==> config.mk <==
export PLATFORM = sky130hd
export DESIGN_NAME = ber_readout_master_flat
export DESIGN_NICKNAME = d
export VERILOG_FILES = /design/src/rtl/ber_readout_master_pkg.sv /design/src/rtl/ber_readout_master_if.sv /design/src/rtl/ber_readout_master.sv /design/src/flat_wrapper.sv
export SDC_FILE = /design/constraint.sdc
export NUM_CORES = 1
export LEC_CHECK = 0
export ABC_CLOCK_PERIOD_IN_PS = 3600
export CAP_MARGIN = 40
export CORE_MARGIN = 8
export CORE_UTILIZATION = 56
export CTS_CLUSTER_DIAMETER = 150
export CTS_CLUSTER_SIZE = 12
export DETAILED_ROUTE_END_ITERATION = 8
export GPL_ROUTABILITY_DRIVEN = 0
export PLACE_DENSITY = 0.85
export SETUP_SLACK_MARGIN = 0.4
export SYNTH_ARGS = -nofsm -noshare
export SYNTH_HDL_FRONTEND = slang
export SYNTH_SLANG_ARGS = --single-unit
==> constraint.sdc <==
create_clock -name clk -period 3.6 [get_ports clk]
set_input_delay 0.72 -clock clk [delete_from_list [all_inputs] [get_ports clk]]
set_output_delay 0.72 -clock clk [all_outputs]
set_load 0.05 [all_outputs]
==> src/rtl/ber_readout_master_pkg.sv <==
// Shared definitions for the GPIO register-file command protocol.
// The register file imports the same package so both ends decode commands identically.
package ber_readout_master_pkg;

    localparam int NBT_GPIOS_DEFAULT      = 32;
    localparam int NBT_COUNT_BITS_DEFAULT = 64;

    // Command opcodes carried in bits [31:24] of a command word
    localparam logic [7:0] CMD_SOFT_RST = 8'h01;
    localparam logic [7:0] CMD_RAM_RD   = 8'h04;
    localparam logic [7:0] CMD_LOG      = 8'h05;
    localparam logic [7:0] CMD_BER_RD   = 8'h06;

    localparam int WR_STROBE_BIT = 23;
    localparam int BER_RD_EN_BIT = 3;

    // Readback word selects: low/high halves of the four accumulators
    localparam logic [2:0] SEL_ERR_I_LO = 3'd0;
    localparam logic [2:0] SEL_ERR_I_HI = 3'd1;
    localparam logic [2:0] SEL_BIT_I_LO = 3'd2;
    localparam logic [2:0] SEL_BIT_I_HI = 3'd3;
    localparam logic [2:0] SEL_ERR_Q_LO = 3'd4;
    localparam logic [2:0] SEL_ERR_Q_HI = 3'd5;
    localparam logic [2:0] SEL_BIT_Q_LO = 3'd6;
    localparam logic [2:0] SEL_BIT_Q_HI = 3'd7;

    typedef enum logic [3:0] {
        ST_IDLE,
        ST_RAM_OFF,
        ST_LOG_ON,
        ST_LOG_OFF,
        ST_SEL,
        ST_WAIT,
        ST_RELEASE,
        ST_CLR_ON,
        ST_CLR_OFF,
        ST_DONE
    } state_t;

    function automatic logic [31:0] fmt_cmd(input logic [7:0] op, input logic [22:0] payload);
        logic [31:0] word;
        word                = '0;
        word[31:24]         = op;
        word[WR_STROBE_BIT] = 1'b1;
        word[22:0]          = payload;
        return word;
    endfunction

    function automatic logic [22:0] ber_sel_payload(input logic [2:0] k);
        logic [22:0] payload;
        payload                = 23'(k);
        payload[BER_RD_EN_BIT] = 1'b1;
        return payload;
    endfunction

endpackage

==> src/rtl/ber_readout_master_if.sv <==
// Handshake and data bundle between the readout master and its user / register file.
interface ber_readout_master_if
    import ber_readout_master_pkg::*;
#(
    parameter int NBT_GPIOS          = NBT_GPIOS_DEFAULT,
    parameter int NBT_COUNT_BITS_ERR = NBT_COUNT_BITS_DEFAULT
);
    logic                          i_start;
    logic                          i_clear;
    logic [NBT_GPIOS-1:0]          i_gpio_rd;
    logic [NBT_GPIOS-1:0]          o_gpio_wr;
    logic                          o_busy;
    logic                          o_done;
    logic                          o_valid;
    logic [NBT_COUNT_BITS_ERR-1:0] o_err_I;
    logic [NBT_COUNT_BITS_ERR-1:0] o_bit_I;
    logic [NBT_COUNT_BITS_ERR-1:0] o_err_Q;
    logic [NBT_COUNT_BITS_ERR-1:0] o_bit_Q;

    modport master (
        input  i_start, i_clear, i_gpio_rd,
        output o_gpio_wr, o_busy, o_done, o_valid,
        output o_err_I, o_bit_I, o_err_Q, o_bit_Q
    );

    modport slave (
        output i_start, i_clear, i_gpio_rd,
        input  o_gpio_wr, o_busy, o_done, o_valid,
        input  o_err_I, o_bit_I, o_err_Q, o_bit_Q
    );
endinterface

==> src/rtl/ber_readout_master.sv <==
// Hardware initiator that snapshots the BER accumulators through the GPIO command
// protocol and presents them as coherent 64-bit results.
module ber_readout_master
    import ber_readout_master_pkg::*;
#(
    parameter int NBT_GPIOS          = 32,
    parameter int NBT_COUNT_BITS_ERR = 64,
    parameter int SETTLE_CYCLES      = 2
)(
    input  logic                  clk,
    input  logic                  i_reset,
    ber_readout_master_if.master  bus
);

    localparam int CNT_W = (SETTLE_CYCLES > 1) ? $clog2(SETTLE_CYCLES) : 1;
    localparam logic [CNT_W-1:0] WAIT_LAST = CNT_W'(SETTLE_CYCLES - 1);

    state_t                        state_reg, state_next;
    logic [2:0]                    sel_reg, sel_next;
    logic [CNT_W-1:0]              wait_reg, wait_next;
    logic                          clear_reg, clear_next;
    logic                          sample_en;
    logic [31:0]                   cmd_next;

    logic [NBT_GPIOS-1:0]          gpio_wr_reg;
    logic                          busy_reg;
    logic                          done_reg;
    logic                          valid_reg;
    logic [NBT_COUNT_BITS_ERR-1:0] err_i_reg, bit_i_reg, err_q_reg, bit_q_reg;

    always_ff @(posedge clk) begin
        if (i_reset) begin
            state_reg <= ST_IDLE;
            sel_reg   <= '0;
            wait_reg  <= '0;
            clear_reg <= 1'b0;
        end else begin
            state_reg <= state_next;
            sel_reg   <= sel_next;
            wait_reg  <= wait_next;
            clear_reg <= clear_next;
        end
    end

    always_comb begin
        state_next = state_reg;
        sel_next   = sel_reg;
        wait_next  = wait_reg;
        clear_next = clear_reg;
        sample_en  = 1'b0;
        case (state_reg)
            ST_IDLE: begin
                if (bus.i_start) begin
                    state_next = ST_RAM_OFF;
                    clear_next = bus.i_clear;
                end
            end
            ST_RAM_OFF: state_next = ST_LOG_ON;
            ST_LOG_ON:  state_next = ST_LOG_OFF;
            ST_LOG_OFF: begin
                state_next = ST_SEL;
                sel_next   = '0;
            end
            ST_SEL: begin
                state_next = ST_WAIT;
                wait_next  = '0;
            end
            ST_WAIT: begin
                if (wait_reg == WAIT_LAST) begin
                    sample_en = 1'b1;
                    if (sel_reg == SEL_BIT_Q_HI) begin
                        state_next = ST_RELEASE;
                    end else begin
                        state_next = ST_SEL;
                        sel_next   = sel_reg + 3'd1;
                    end
                end else begin
                    wait_next = wait_reg + CNT_W'(1);
                end
            end
            ST_RELEASE: state_next = clear_reg ? ST_CLR_ON : ST_DONE;
            ST_CLR_ON:  state_next = ST_CLR_OFF;
            ST_CLR_OFF: state_next = ST_DONE;
            ST_DONE:    state_next = ST_IDLE;
            default:    state_next = ST_IDLE;
        endcase
    end

    // The command word is registered alongside the state it belongs to, so
    // o_gpio_wr always reflects the state being presented this cycle.
    always_comb begin
        cmd_next = '0;
        case (state_next)
            ST_RAM_OFF: cmd_next = fmt_cmd(CMD_RAM_RD, 23'd0);
            ST_LOG_ON:  cmd_next = fmt_cmd(CMD_LOG, 23'd1);
            ST_LOG_OFF: cmd_next = fmt_cmd(CMD_LOG, 23'd0);
            ST_SEL:     cmd_next = fmt_cmd(CMD_BER_RD, ber_sel_payload(sel_next));
            ST_RELEASE: cmd_next = fmt_cmd(CMD_BER_RD, 23'd0);
            ST_CLR_ON:  cmd_next = fmt_cmd(CMD_SOFT_RST, 23'd1);
            ST_CLR_OFF: cmd_next = fmt_cmd(CMD_SOFT_RST, 23'd0);
            default:    cmd_next = '0;
        endcase
    end

    genvar gi;
    generate
        for (gi = 0; gi < 8; gi++) begin : g_shadow
            logic [NBT_GPIOS-1:0] word_reg;
            always_ff @(posedge clk) begin
                if (i_reset) begin
                    word_reg <= '0;
                end else if (sample_en && (sel_reg == 3'(gi))) begin
                    word_reg <= bus.i_gpio_rd;
                end
            end
        end
    endgenerate

    always_ff @(posedge clk) begin
        if (i_reset) begin
            gpio_wr_reg <= '0;
            busy_reg    <= 1'b0;
            done_reg    <= 1'b0;
            valid_reg   <= 1'b0;
            err_i_reg   <= '0;
            bit_i_reg   <= '0;
            err_q_reg   <= '0;
            bit_q_reg   <= '0;
        end else begin
            gpio_wr_reg <= NBT_GPIOS'(cmd_next);
            busy_reg    <= (state_next != ST_IDLE) && (state_next != ST_DONE);
            done_reg    <= (state_next == ST_DONE);
            if (state_reg == ST_IDLE && bus.i_start) begin
                valid_reg <= 1'b0;
            end
            // Results move only on entry to DONE so all four come from one snapshot
            if (state_next == ST_DONE) begin
                valid_reg <= 1'b1;
                err_i_reg <= NBT_COUNT_BITS_ERR'({g_shadow[SEL_ERR_I_HI].word_reg, g_shadow[SEL_ERR_I_LO].word_reg});
                bit_i_reg <= NBT_COUNT_BITS_ERR'({g_shadow[SEL_BIT_I_HI].word_reg, g_shadow[SEL_BIT_I_LO].word_reg});
                err_q_reg <= NBT_COUNT_BITS_ERR'({g_shadow[SEL_ERR_Q_HI].word_reg, g_shadow[SEL_ERR_Q_LO].word_reg});
                bit_q_reg <= NBT_COUNT_BITS_ERR'({g_shadow[SEL_BIT_Q_HI].word_reg, g_shadow[SEL_BIT_Q_LO].word_reg});
            end
        end
    end

    assign bus.o_gpio_wr = gpio_wr_reg;
    assign bus.o_busy    = busy_reg;
    assign bus.o_done    = done_reg;
    assign bus.o_valid   = valid_reg;
    assign bus.o_err_I   = err_i_reg;
    assign bus.o_bit_I   = bit_i_reg;
    assign bus.o_err_Q   = err_q_reg;
    assign bus.o_bit_Q   = bit_q_reg;

endmodule

==> src/flat_wrapper.sv <==
// flat-port wrapper written by rule: the top's interface ports become plain ports
module ber_readout_master_flat import ber_readout_master_pkg::*;
#(
    parameter int NBT_GPIOS          = 32,
    parameter int NBT_COUNT_BITS_ERR = 64,
    parameter int SETTLE_CYCLES      = 2
)
  (clk, i_reset, bus_i_start, bus_i_clear, bus_i_gpio_rd, bus_o_gpio_wr, bus_o_busy, bus_o_done, bus_o_valid, bus_o_err_I, bus_o_bit_I, bus_o_err_Q, bus_o_bit_Q);
  ber_readout_master_if #(.NBT_GPIOS(NBT_GPIOS), .NBT_COUNT_BITS_ERR(NBT_COUNT_BITS_ERR)) bus_i ();
  input  logic clk;
  input  logic i_reset;
  input wire logic [$bits(bus_i.i_start)-1:0] bus_i_start;
  input wire logic [$bits(bus_i.i_clear)-1:0] bus_i_clear;
  input wire logic [$bits(bus_i.i_gpio_rd)-1:0] bus_i_gpio_rd;
  output wire logic [$bits(bus_i.o_gpio_wr)-1:0] bus_o_gpio_wr;
  output wire logic [$bits(bus_i.o_busy)-1:0] bus_o_busy;
  output wire logic [$bits(bus_i.o_done)-1:0] bus_o_done;
  output wire logic [$bits(bus_i.o_valid)-1:0] bus_o_valid;
  output wire logic [$bits(bus_i.o_err_I)-1:0] bus_o_err_I;
  output wire logic [$bits(bus_i.o_bit_I)-1:0] bus_o_bit_I;
  output wire logic [$bits(bus_i.o_err_Q)-1:0] bus_o_err_Q;
  output wire logic [$bits(bus_i.o_bit_Q)-1:0] bus_o_bit_Q;
  assign bus_i.i_start = bus_i_start;
  assign bus_i.i_clear = bus_i_clear;
  assign bus_i.i_gpio_rd = bus_i_gpio_rd;
  assign bus_o_gpio_wr = bus_i.o_gpio_wr;
  assign bus_o_busy = bus_i.o_busy;
  assign bus_o_done = bus_i.o_done;
  assign bus_o_valid = bus_i.o_valid;
  assign bus_o_err_I = bus_i.o_err_I;
  assign bus_o_bit_I = bus_i.o_bit_I;
  assign bus_o_err_Q = bus_i.o_err_Q;
  assign bus_o_bit_Q = bus_i.o_bit_Q;
  ber_readout_master #(.NBT_GPIOS(NBT_GPIOS), .NBT_COUNT_BITS_ERR(NBT_COUNT_BITS_ERR), .SETTLE_CYCLES(SETTLE_CYCLES)) u_core (.clk(clk), .i_reset(i_reset), .bus(bus_i));
endmodule
# After elaboration in Yosys (flattened, before gate mapping)
# Cells that the tools add are included.
dict set report word_totals {
  input_bits 36
  out_inout_bits 291
  regBits 556
  elab_cells 77
}
dict set report classes {
  reduce_logical 16
  n_eq_ne 24
  mux 15
  n_addsub 2
}
# cell n
set op_table {}
lappend op_table {{$pmux W27 S7} 1}
lappend op_table {{$pmux W4 S9} 1}
lappend op_table {{$eq A4 B3 Y1 const B} 7}
lappend op_table {{$eq A4 B2 Y1 const B} 4}
lappend op_table {{$eq A3 B3 Y1 const B} 4}
lappend op_table {{$eq A4 B4 Y1 const B} 3}
lappend op_table {{$mux W4} 3}
lappend op_table {{$logic_and A1 B1 Y1} 10}
lappend op_table {{$eq A4 B1 Y1 const B} 2}
lappend op_table {{$eq A3 B2 Y1 const B} 2}
lappend op_table {{$mux W3} 2}
lappend op_table {{$pmux W3 S2} 1}
lappend op_table {{$mux W1} 5}
lappend op_table {{$logic_not A4 Y1} 1}
lappend op_table {{$ne A4 B4 Y1 const B} 1}
lappend op_table {{$reduce_bool A2 Y1} 2}
lappend op_table {{$reduce_bool A4 Y1} 1}
lappend op_table {{$add A3 B1 Y3 const B} 1}
lappend op_table {{$eq A3 B1 Y1 const B} 1}
lappend op_table {{$logic_not A3 Y1} 1}
lappend op_table {{$mux W2} 1}
lappend op_table {{$pmux W1 S2} 1}
lappend op_table {{$reduce_and A2 Y1} 1}
lappend op_table {{$add A1 B1 Y1 const B} 1}

# Logic depth before layout (Yosys ltp)
# Gate-level depths: netlist of run 1.
dict set report logic_depth {
  word_depth 6
  mapped_depth 8
  depth_no_buf 5
}

# Least setup slack after synthesis of run 1
# No wires, ideal clock.
dict set report synth_timing {
  path_type {input-to-reg}
  from {input bus_i_start}
  to {register u_core.bit_i_reg[0] (netlist: u_core.bus.o_bit_I[0])}
  required_ps 3483
  path_slack_ps 1405
  setup_ps 117
  path_buffers 3
  t_arrival_ps 2078
  stages 7
  path_cell_list {or2_1 a221o_1 and3_1 buf_6 buf_6 buf_6 a22o_1}
}
dict set report synth_between {
  elab_chain_cells 3
}
# item line
set synth_lines {}
lappend synth_lines {{start, declared} flat_wrapper.sv:12} ;# input wire logic [$bits(bus_i.i_start)-1:0] bus_i_start;
lappend synth_lines {{$mux W4} ber_readout_master.sv:53} ;# if (bus.i_start) begin
lappend synth_lines {{$pmux W4 S9} ber_readout_master.sv:51} ;# case (state_reg)
lappend synth_lines {{$eq A4 B4 Y1} ber_readout_master.sv:137} ;# if (state_next == ST_DONE) begin
lappend synth_lines {{end signal, assigned} ber_readout_master.sv:140} ;# bit_i_reg <= NBT_COUNT_BITS_ERR'({g_shadow[SEL_BIT_I_HI].word_reg, g_shadow[SEL_BIT_I_LO].word_reg});
lappend synth_lines {{end, declared} ber_readout_master.sv:29} ;# logic [NBT_COUNT_BITS_ERR-1:0] err_i_reg, bit_i_reg, err_q_reg, bit_q_reg;
# Every way passes these cells.
# A chain may end at the register's enable or synchronous reset.

# Worst setup path in the final report of run 1
dict set report layout_timing {
  from {register u_core.state_reg[2]}
  to {register u_core.err_q_reg[7] (netlist: u_core.bus.o_err_Q[7])}
}
dict set report layout_between {
  elab_chain_cells 3
  word_cells_on_any_way 13
  cone_classes {eq/ne: 9; mux: 3; reduce/logical: 1}
}
# item line
set layout_lines {}
lappend layout_lines {{start, declared} ber_readout_master.sv:18} ;# state_t state_reg, state_next;
lappend layout_lines {{start signal, assigned} ber_readout_master.sv:38} ;# state_reg <= state_next;
lappend layout_lines {{$eq A4 B4 Y1, or another cell as far along} ber_readout_master.sv:51}
lappend layout_lines {{$pmux W4 S9 *} ber_readout_master.sv:51}
lappend layout_lines {{$eq A4 B4 Y1 *} ber_readout_master.sv:137}
lappend layout_lines {{end signal, assigned} ber_readout_master.sv:141} ;# err_q_reg <= NBT_COUNT_BITS_ERR'({g_shadow[SEL_ERR_Q_HI].word_reg, g_shadow[SEL_ERR_Q_LO].word_reg});
lappend layout_lines {{end, declared} ber_readout_master.sv:29}
# Mark *: on every way between the ends. The rest lies on a longest branch, timed or not.

==> results.cfg, run 1 <==
[final_layout]
largest_register_ff_count = 256
nets = 2102
final_cell_mix = 532 x dfxtp_1, 521 x nand2_1, 301 x clkdlybuf4s50_1
multi_input_area_um2 = 6150
seq_area_um2 = 10700
antenna_cells = 0
syn2layout_area_growth_pct = 22.9
num-fill-cells = 2282
final_common_cell = dfxtp_1
drive_gt1_share_pct = 4.46

[routing]
vias = 14500
dr.pass1.iters = 7
finalWirelength_mm = 52.9
drt_iter0_drc = 1393
drc = 0
avgViaCountPerCell = 5.89
final_antenna_net_count = 0
wl_per_cell_um = 21.5

[critical_path]
critPathArrivalTime_ns = 3.43
slowest_delay_ns = 0.76
path_class = reg -> reg
cp-end-kind = flop
crit_path_start_kind = flop
worst-path-max-fanout = 58
required_ns = 4.08
path_cells = nor4b_1 > a221o_1 > and3_4 > buf_4 > a22o_1
crit_slowest_cell = and3_4

[synth]
synth-edff-count = 0
synth_ff_type = dfxtp_1
ys_ff_latch = 532
yosysWarnings = 0
syn_area_um2 = 17900
ys_seq_area_share_pct = 59.5
synth_cell_type_count = 41
syn_inst = 1860
syn_area_per_cell_um2 = 9.62
synthArstFlopShare_pct = 0

[clock_tree]
post_cts_resized = 0
cts_root_buffer = clkbuf_16
htreeDepth = 2
post-cts-setup-buffers = 0
clock_latency_ns = 0.55
cts_buffer_depth = 3
cts_tree = done
path_clk_slew_ns = 0.06
cts_num_sinks = 532
cts-hold-fix-buffers = 0
cts_made_buffers = 50

[sta]
finalSetupViolations = 0
timing.final.crit_share_pct = 81.9
slew_headroom_pct = 32.0
fin_skew_ns = 0.0137
final.setup.tns_ns = 0
hold_viol = 0
final_max_slew_viol_count = 0
worst_pin_slew_ns = 1.02
clock.fmax_mhz = 339
rsz0062_at_grt = false
min_period_ns = 2.95

[global_routing]
grt_overflow = 0
grt_pass1_wl_mm = 80.9
grt_pass1_vias = 13800
antenna_found_initial = 0
grt_use_total_pct = 26.4
grt_start_max_net_pins = 228

[run]
cap_violations = 0

[status]
outcome = complete, no violations

[floorplan]
die_h_um = 195
core_area_um2 = 31500
io_pins = 327
num_rows = 65
dieWidth_um = 195
initial_core_util_pct = 56.8
fp.dieArea_um2 = 37900

[pwr]
peakVddDrop_v = 0.000386
power.density_nw_per_um2 = 497
total_power_uw = 10900
leakage_uw = 0.00772

[placed_design]
dp_hpwl_mm = 33.8
portBuffers = 302

[worst_hold_path]
hold_path.class = reg -> reg
[area by class of cell]
type,count,share of cell area [%]
inverters,4,0.0683
multi-input cells,1138,28.0
flip-flops and latches,532,48.5
clock buffers,51,5.81
well taps,402,2.29
clock inverters,2,0.0797
repair buffers,336,15.3
[critical path, delay by kind of cell, from the launching register on]
kind                   cells  cell delay (ns)
AOI/OAI and AO/OA          2             0.54
buffers and inverters      1             0.50
DFF                        1             0.61
and+or+nand+nor            2             1.16
[worst paths after layout]
kind | start | end | slack, ns | cells past startpoint
setup / recovery | u_core.state_reg[2] | u_core.bus.o_err_Q[7] | 0.65 | 5
hold / removal | u_core.g_shadow[7].word_reg[12] | u_core.g_shadow[7].word_reg[12] | 0.45 | 2
setup reg to reg | u_core.state_reg[2] | u_core.bus.o_err_Q[7] | 0.65 | 5
hold reg to reg | u_core.g_shadow[7].word_reg[12] | u_core.g_shadow[7].word_reg[12] | 0.45 | 2
[cell usage after synthesis, drive strengths merged, types with 4 or more instances]
cell type / number / area share [%]
dfxtp: 532 / 60
nand2: 521 / 11
a21oi: 265 / 7.4
a22o: 256 / 13
buf: 130 / 4.9
clkbuf: 79 / 1.7
nor2: 9 / 0.19
nand4: 6 / 0.21
and2: 5 / 0.17
and4: 4 / 0.20
and4b: 4 / 0.22
ha: 4 / 0.28
inv: 4 / 0.084
nand4b: 4 / 0.20
nor3: 4 / 0.11
[where the power goes]
part	internal (µW)	switching (µW)
sequential	5910	31.4
combinational	110	359
clock	2490	2020
total	8500	2410
[cell families (layout without fill, tap and decap cells)]
family          after synthesis  after routing  synth area share, %
simple gates                575            575                 12.9
other cells                   1             24               0.0210
fa+ha+maj                     4              4                0.280
mux                           1              1               0.0560
buf+inv                     213            393                 6.68
compound gates              534            534                 20.5
flops                       532            532                 59.5
[metrics by stage]
step | instance area (µm²) | utilization (%) | hold WS (ns) | setup slack [ns] | cells
2_1_floorplan | 18000 | - | 0.436 | 1.41 | 1883
3_3_place_gp | 20700 | 65.7 | 0.441 | 0.490 | 2412
3_5_place_dp | 20700 | 65.7 | 0.446 | 0.444 | 2412
4_1_cts | 22000 | 69.8 | 0.454 | 0.796 | 2465
5_1_grt | 22000 | 69.8 | 0.467 | 0.492 | 2465
6_report | 22000 | 69.8 | 0.452 | 0.653 | 2465
[routing by layer]
metal / GRT usage (%) / wire, µm
met4: 10.6 / 2100
met3: 6.79 / 5270
met1: 34.5 / 21700
met5: 0 / 0
met2: 41.4 / 23900
Power figures use the tool's default switching activity.
==> run 2, diff against run 1 <==
--- a/config.mk
+++ b/config.mk
@@ -5,15 +5,15 @@
 export SDC_FILE = /design/constraint.sdc
 export NUM_CORES = 1
 export LEC_CHECK = 0
-export ABC_CLOCK_PERIOD_IN_PS = 3600
+export ABC_CLOCK_PERIOD_IN_PS = 3000
 export CAP_MARGIN = 40
 export CORE_MARGIN = 8
-export CORE_UTILIZATION = 56
+export CORE_UTILIZATION = 52
 export CTS_CLUSTER_DIAMETER = 150
 export CTS_CLUSTER_SIZE = 12
 export DETAILED_ROUTE_END_ITERATION = 8
 export GPL_ROUTABILITY_DRIVEN = 0
-export PLACE_DENSITY = 0.85
+export PLACE_DENSITY = 0.79
 export SETUP_SLACK_MARGIN = 0.4
 export SYNTH_ARGS = -nofsm -noshare
 export SYNTH_HDL_FRONTEND = slang
==> constraint.sdc (replaced) <==
create_clock -name clk -period 3 [get_ports clk]
set_input_delay 0.6 -clock clk [delete_from_list [all_inputs] [get_ports clk]]
set_output_delay 0.6 -clock clk [all_outputs]
set_load 0.05 [all_outputs]
==> run 2 against run 1 <==
Combinational power is 24% higher. Critical endpoint is now u_core.bus.o_err_Q[4]. Sequential cell count unchanged. Die area increased by 7.0%. Critical path type unchanged.
==> results.cfg, run 2 (same netlist as run 1, synthesis figures left out) <==
[critical_path]
regToRegSetupSlack_ns = 0.54
reg2reg_to = u_core.bus.o_err_Q[4]
worst-path-max-fanout = 45
path_class = reg -> reg
reg2regPathDepth = 5
cp-end-kind = flop
timing.rr.start = u_core.state_reg[2]
crit_path_start_kind = flop
critPathArrivalTime_ns = 2.94
required_ns = 3.49

[clock_tree]
cts_tree = done
htreeDepth = 2
clock_latency_ns = 0.54
cts-hold-fix-buffers = 0
cts_num_sinks = 532
cts_buffer_depth = 3
path_clk_slew_ns = 0.06
cts_root_buffer = clkbuf_16
cts_made_buffers = 50

[worst_hold_path]
min_delay_path_depth = 2
hold_path.class = reg -> reg
holdPathEnd = u_core.g_shadow[6].word_reg[17]
min_from = u_core.g_shadow[6].word_reg[17]

[global_routing]
grt_pass1_vias = 13900
grt-busiest-layer = met2
grt_overflow = 0
met1_usage_pct = 32.3
grt_start_max_net_pins = 204
grt_pass1_wl_mm = 81.1
grt.met3_usage_pct = 5.85
grt_use_total_pct = 24.8
met2_usage_pct = 39.6
antenna_found_initial = 0

[final_layout]
nets = 2111
fin_area_um2 = 22200
largest_register_ff_count = 256
fin_util_pct = 64.9
final_cell_mix = 532 x dfxtp_1, 521 x nand2_1, 301 x clkdlybuf4s50_1
final_common_cell = dfxtp_1
drive_gt1_share_pct = 4.92
syn2layout_area_growth_pct = 24.0
antenna_cells = 0

[pwr]
leakage_uw = 0.00778
peakVddDrop_v = 0.000386
power.density_nw_per_um2 = 591

[routing]
dr.pass1.iters = 5
wl_per_cell_um = 21.2
final_antenna_net_count = 0
vias = 14300
finalWirelength_mm = 53.5
avgViaCountPerCell = 5.65
drc = 0
drt_iter0_drc = 1192

[floorplan]
dieWidth_um = 201
num_rows = 68
initial_core_util_pct = 52.3
die_h_um = 201
io_pins = 327
fp.dieArea_um2 = 40600
core_area_um2 = 34200

[sta]
worst_slack_ns = 0.543
fin_skew_ns = 0.0112
final.setup.tns_ns = 0
rsz0062_at_grt = false
timing.final.crit_share_pct = 81.9
final_max_slew_viol_count = 0
slew_headroom_pct = 34.9
finalSetupViolations = 0
min_period_ns = 2.46
hold_viol = 0
worst_pin_slew_ns = 0.977
clock.fmax_mhz = 407

[placed_design]
portBuffers = 302
placed_area_um2 = 20900
dp_slack_ns = 0.248
dp_hpwl_mm = 34.3

[status]
outcome = complete, no violations

[run]
cap_violations = 0
## run 2: changes by cell type in the layout (fill, tap and decap cells not counted)
cell | previous run | this run
and3_2 | 0 | 1
and4b_1 | 4 | 3
and4b_2 | 0 | 1
buf_12 | 7 | 13
buf_4 | 27 | 29
buf_8 | 0 | 1
clkbuf_8 | 1 | 0
## run 2: power breakdown
group | total (µW) | internal [µW] | leakage (µW) | switching, µW
Clock | 5410 | 2980 | 0.000638 | 2430
Sequential | 7120 | 7090 | 0.00428 | 29.0
Combinational | 582 | 143 | 0.00286 | 439
## run 2: worst max-delay path, stage by stage (launching register included)
cell and delay [ns]:
dfxtp_1 0.57, nor4b_1 0.44, a221o_1 0.38, and3_4 0.54, buf_12 0.28, a22o_1 0.17
## run 2: layer usage
layer	part of all wire [%]	wire, µm
met1	42	22600
met5	0	0
met3	8.6	4590
met4	3.3	1780
met2	46	24500
## run 2: layout make-up
| cell class | count | area (µm²) |
|---|---|---|
| clock buffer | 51 | 1280 |
| clock inverter | 2 | 17.5 |
| fill | 2743 | 12000 |
| inverter | 4 | 15.0 |
| multi-input combinational | 1139 | 6150 |
| sequential | 532 | 10700 |
| tap | 455 | 569 |
| timing repair buffer | 344 | 3510 |
## run 2: timing repair
| action | 4_1_cts | 5_1_grt |
|---|---|---|
| setup endpoints to repair | 0 | 16 |
| gates resized for setup | 0 | 0 |
| setup buffers | 0 | 0 |
## run 2: worst max-delay path by stage
stage | start | to | slack (ns)
floorplan | bus_i_start | u_core.bus.o_bit_I[0] | 0.93
global placement | bus_i_start | u_core.bus.o_bit_I[1] | 0.29
detailed placement | bus_i_start | u_core.bus.o_err_Q[4] | 0.25
CTS | u_core.state_reg[2] | u_core.bus.o_err_I[61] | 0.51
global route | u_core.state_reg[2] | u_core.bus.o_bit_I[5] | 0.45
finish | u_core.state_reg[2] | u_core.bus.o_err_Q[4] | 0.54
## run 2: through the flow
stage          hold slack (ns)  cells  power [µW]
2_1_floorplan            0.436   1883        7660
3_3_place_gp             0.441   2473        7830
3_5_place_dp             0.446   2473        7840
4_1_cts                  0.389   2526       13200
5_1_grt                  0.455   2527       13500
6_report                 0.452   2527       13100
==> run 3, diff against run 2 <==
--- a/config.mk
+++ b/config.mk
@@ -5,15 +5,15 @@
 export SDC_FILE = /design/constraint.sdc
 export NUM_CORES = 1
 export LEC_CHECK = 0
-export ABC_CLOCK_PERIOD_IN_PS = 3000
+export ABC_CLOCK_PERIOD_IN_PS = 2200
 export CAP_MARGIN = 40
 export CORE_MARGIN = 8
-export CORE_UTILIZATION = 52
+export CORE_UTILIZATION = 47
 export CTS_CLUSTER_DIAMETER = 150
 export CTS_CLUSTER_SIZE = 12
 export DETAILED_ROUTE_END_ITERATION = 8
 export GPL_ROUTABILITY_DRIVEN = 0
-export PLACE_DENSITY = 0.79
+export PLACE_DENSITY = 0.76
 export SETUP_SLACK_MARGIN = 0.4
 export SYNTH_ARGS = -nofsm -noshare
 export SYNTH_HDL_FRONTEND = slang
==> constraint.sdc (replaced) <==
create_clock -name clk -period 2.2 [get_ports clk]
set_input_delay 0.44 -clock clk [delete_from_list [all_inputs] [get_ports clk]]
set_output_delay 0.44 -clock clk [all_outputs]
set_load 0.05 [all_outputs]
==> run 3 against run 2 <==
Worst setup slack got worse by 0.38 ns. Design area increased by 19%. Final cell count increased by 6.8%. Critical path type unchanged. Largest cell class unchanged. Highest routed layer unchanged.
==> results.cfg, run 3 (same netlist as run 1, synthesis figures left out) <==
[critical_path]
slowest_delay_ns = 0.37
crit_path_start_kind = flop
critPathBufInv = 5
regToRegSetupSlack_ns = 0.16
critPathTopFamily = buffers and inverters
timing.rr.start = u_core.state_reg[3]
critPathArrivalTime_ns = 2.53
worst-path-max-fanout = 8
path_class = reg -> reg
cp-end-kind = flop
reg2reg_to = u_core.g_shadow[6].word_reg[13]
crit_slowest_cell = dfxtp_4
path_cells = buf_12 > buf_8 > nor3b_4 > buf_4 > buf_6 > and4_4 > clkbuf_16 > nand2_4 > a21oi_2
required_ns = 2.69
reg2regPathDepth = 9

[floorplan]
die_h_um = 211
dieWidth_um = 211
initial_core_util_pct = 47.6
io_pins = 327
fp.dieArea_um2 = 44600
core_area_um2 = 37600
num_rows = 71

[final_layout]
syn2layout_area_growth_pct = 47.1
final_cell_mix = 528 x dfxtp_1, 333 x nand2_1, 256 x a22o_1
largest_register_ff_count = 256
drive_gt1_share_pct = 39.3
fin_util_pct = 70.0
nets = 2227
fin_area_um2 = 26300
final_common_cell = dfxtp_1
antenna_cells = 0

[sta]
timing.final.crit_share_pct = 92.6
fin_skew_ns = 0.00997
clock.fmax_mhz = 491
worst_pin_slew_ns = 1.31
min_period_ns = 2.04
final.setup.tns_ns = 0
finalSetupViolations = 0
hold_viol = 0
final_max_slew_viol_count = 0
slew_headroom_pct = 12.7
rsz0062_at_grt = true
worst_slack_ns = 0.162
hold_ws_ns = 0.193

[worst_hold_path]
min_from = i_reset
min_delay_path_depth = 2
holdPathEnd = u_core.state_reg[2]
hold_path.class = in -> reg

[routing]
finalWirelength_mm = 73.3
dr.pass1.iters = 6
wl_per_cell_um = 27.2
vias = 16300
drt_iter0_drc = 1576
final_antenna_net_count = 0
drc = 0
avgViaCountPerCell = 6.02

[global_routing]
grt_pass1_wl_mm = 86.1
grt_use_total_pct = 24.7
grt_overflow = 0
grt_pass1_vias = 14100
antenna_found_initial = 0
grt_start_max_net_pins = 181

[placed_design]
placed_area_um2 = 21200
portBuffers = 302
dp_hpwl_mm = 35.3
dp_slack_ns = -0.222

[clock_tree]
clock_latency_ns = 0.58
cts_buffer_depth = 3
cts_root_buffer = clkbuf_16
path_clk_slew_ns = 0.06
cts_tree = done
cts_num_sinks = 532
cts_made_buffers = 50
htreeDepth = 2
cts-hold-fix-buffers = 0

[status]
outcome = complete, no violations

[pwr]
combPwrFrac_pct = 6.6
swShare_pct = 23.7
leakage_uw = 0.0106
peakVddDrop_v = 0.000735
seqPwrFrac_pct = 51.9
p_clk_share_pct = 41.5
cell_internal_pwr_uw = 14300
p_switching_uw = 4420
power.density_nw_per_um2 = 710

[run]
cap_violations = 0
## run 3: cell types whose count changed in the layout (fill, tap and decap cells not counted), moves of 164 or more
cell / delta
clkdlybuf4s50_1: -268
a21oi_1: -170
a21oi_2: +170
nand2_1: -188
clkdlybuf4s15_2: +173
nand2_4: +164
## run 3: how the worst max path moves through the flow
stage	from	end	slack (ns)	cells past startpoint
finish	u_core.state_reg[3]	u_core.g_shadow[6].word_reg[13]	0.16	9
global placement	bus_i_start	u_core.bus.o_err_Q[35]	-0.16	7
detailed placement	bus_i_start	u_core.bus.o_err_Q[6]	-0.22	7
global route	u_core.state_reg[3]	u_core.bus.o_bit_Q[46]	0.13	10
floorplan	bus_i_start	u_core.bus.o_bit_I[0]	0.35	7
CTS	u_core.state_reg[3]	u_core.bus.o_err_I[20]	0.22	9
## run 3: layout make-up
class,count,area [µm²]
clock buffer,53,1330
tap,511,639
fill,2553,11300
multi-input combinational,1138,8140
timing repair buffer,461,5520
sequential,532,10700
clock inverter,1,8.76
inverter,4,15.0
## run 3: worst reg2reg max path, delay by kind of cell (launching register included)
kind	cells	cell delay, ns
AND/OR/NAND/NOR	3	0.63
flip-flops	1	0.37
AO/OA/AOI/OAI	1	0.19
buffers and inverters	5	0.76
## run 3: stage by stage
stage	power [µW]	cells
2_1_floorplan	10400	1883
3_3_place_gp	10700	2551
3_5_place_dp	10800	2551
4_1_cts	18400	2626
5_1_grt	19100	2700
6_report	18700	2700
## run 3: per-layer routing
metal	track usage, %	share of wire (%)	vias up
met5	0	0	-
met4	8.49	5.4	0
met3	6.13	10	250
met2	39.0	46	1022
met1	32.8	39	8014
li1	-	-	6964
## run 3: power by group through the flow
| stage | registers (µW) | logic, µW | clock network, µW |
|---|---|---|---|
| floorplan | 9960 | 486 | 0 |
| global placement | 9910 | 841 | 0 |
| detailed placement | 9910 | 851 | 0 |
| CTS | 9700 | 955 | 7710 |
| global route | 9700 | 1260 | 8170 |
| finish | 9700 | 1230 | 7760 |
## run 3: timing repair
item,4_1_cts,5_1_grt
pin swaps,5,291
cloned,8,61
setup buffers,13,13
gates resized for setup,907,666
setup endpoints to repair,778,566
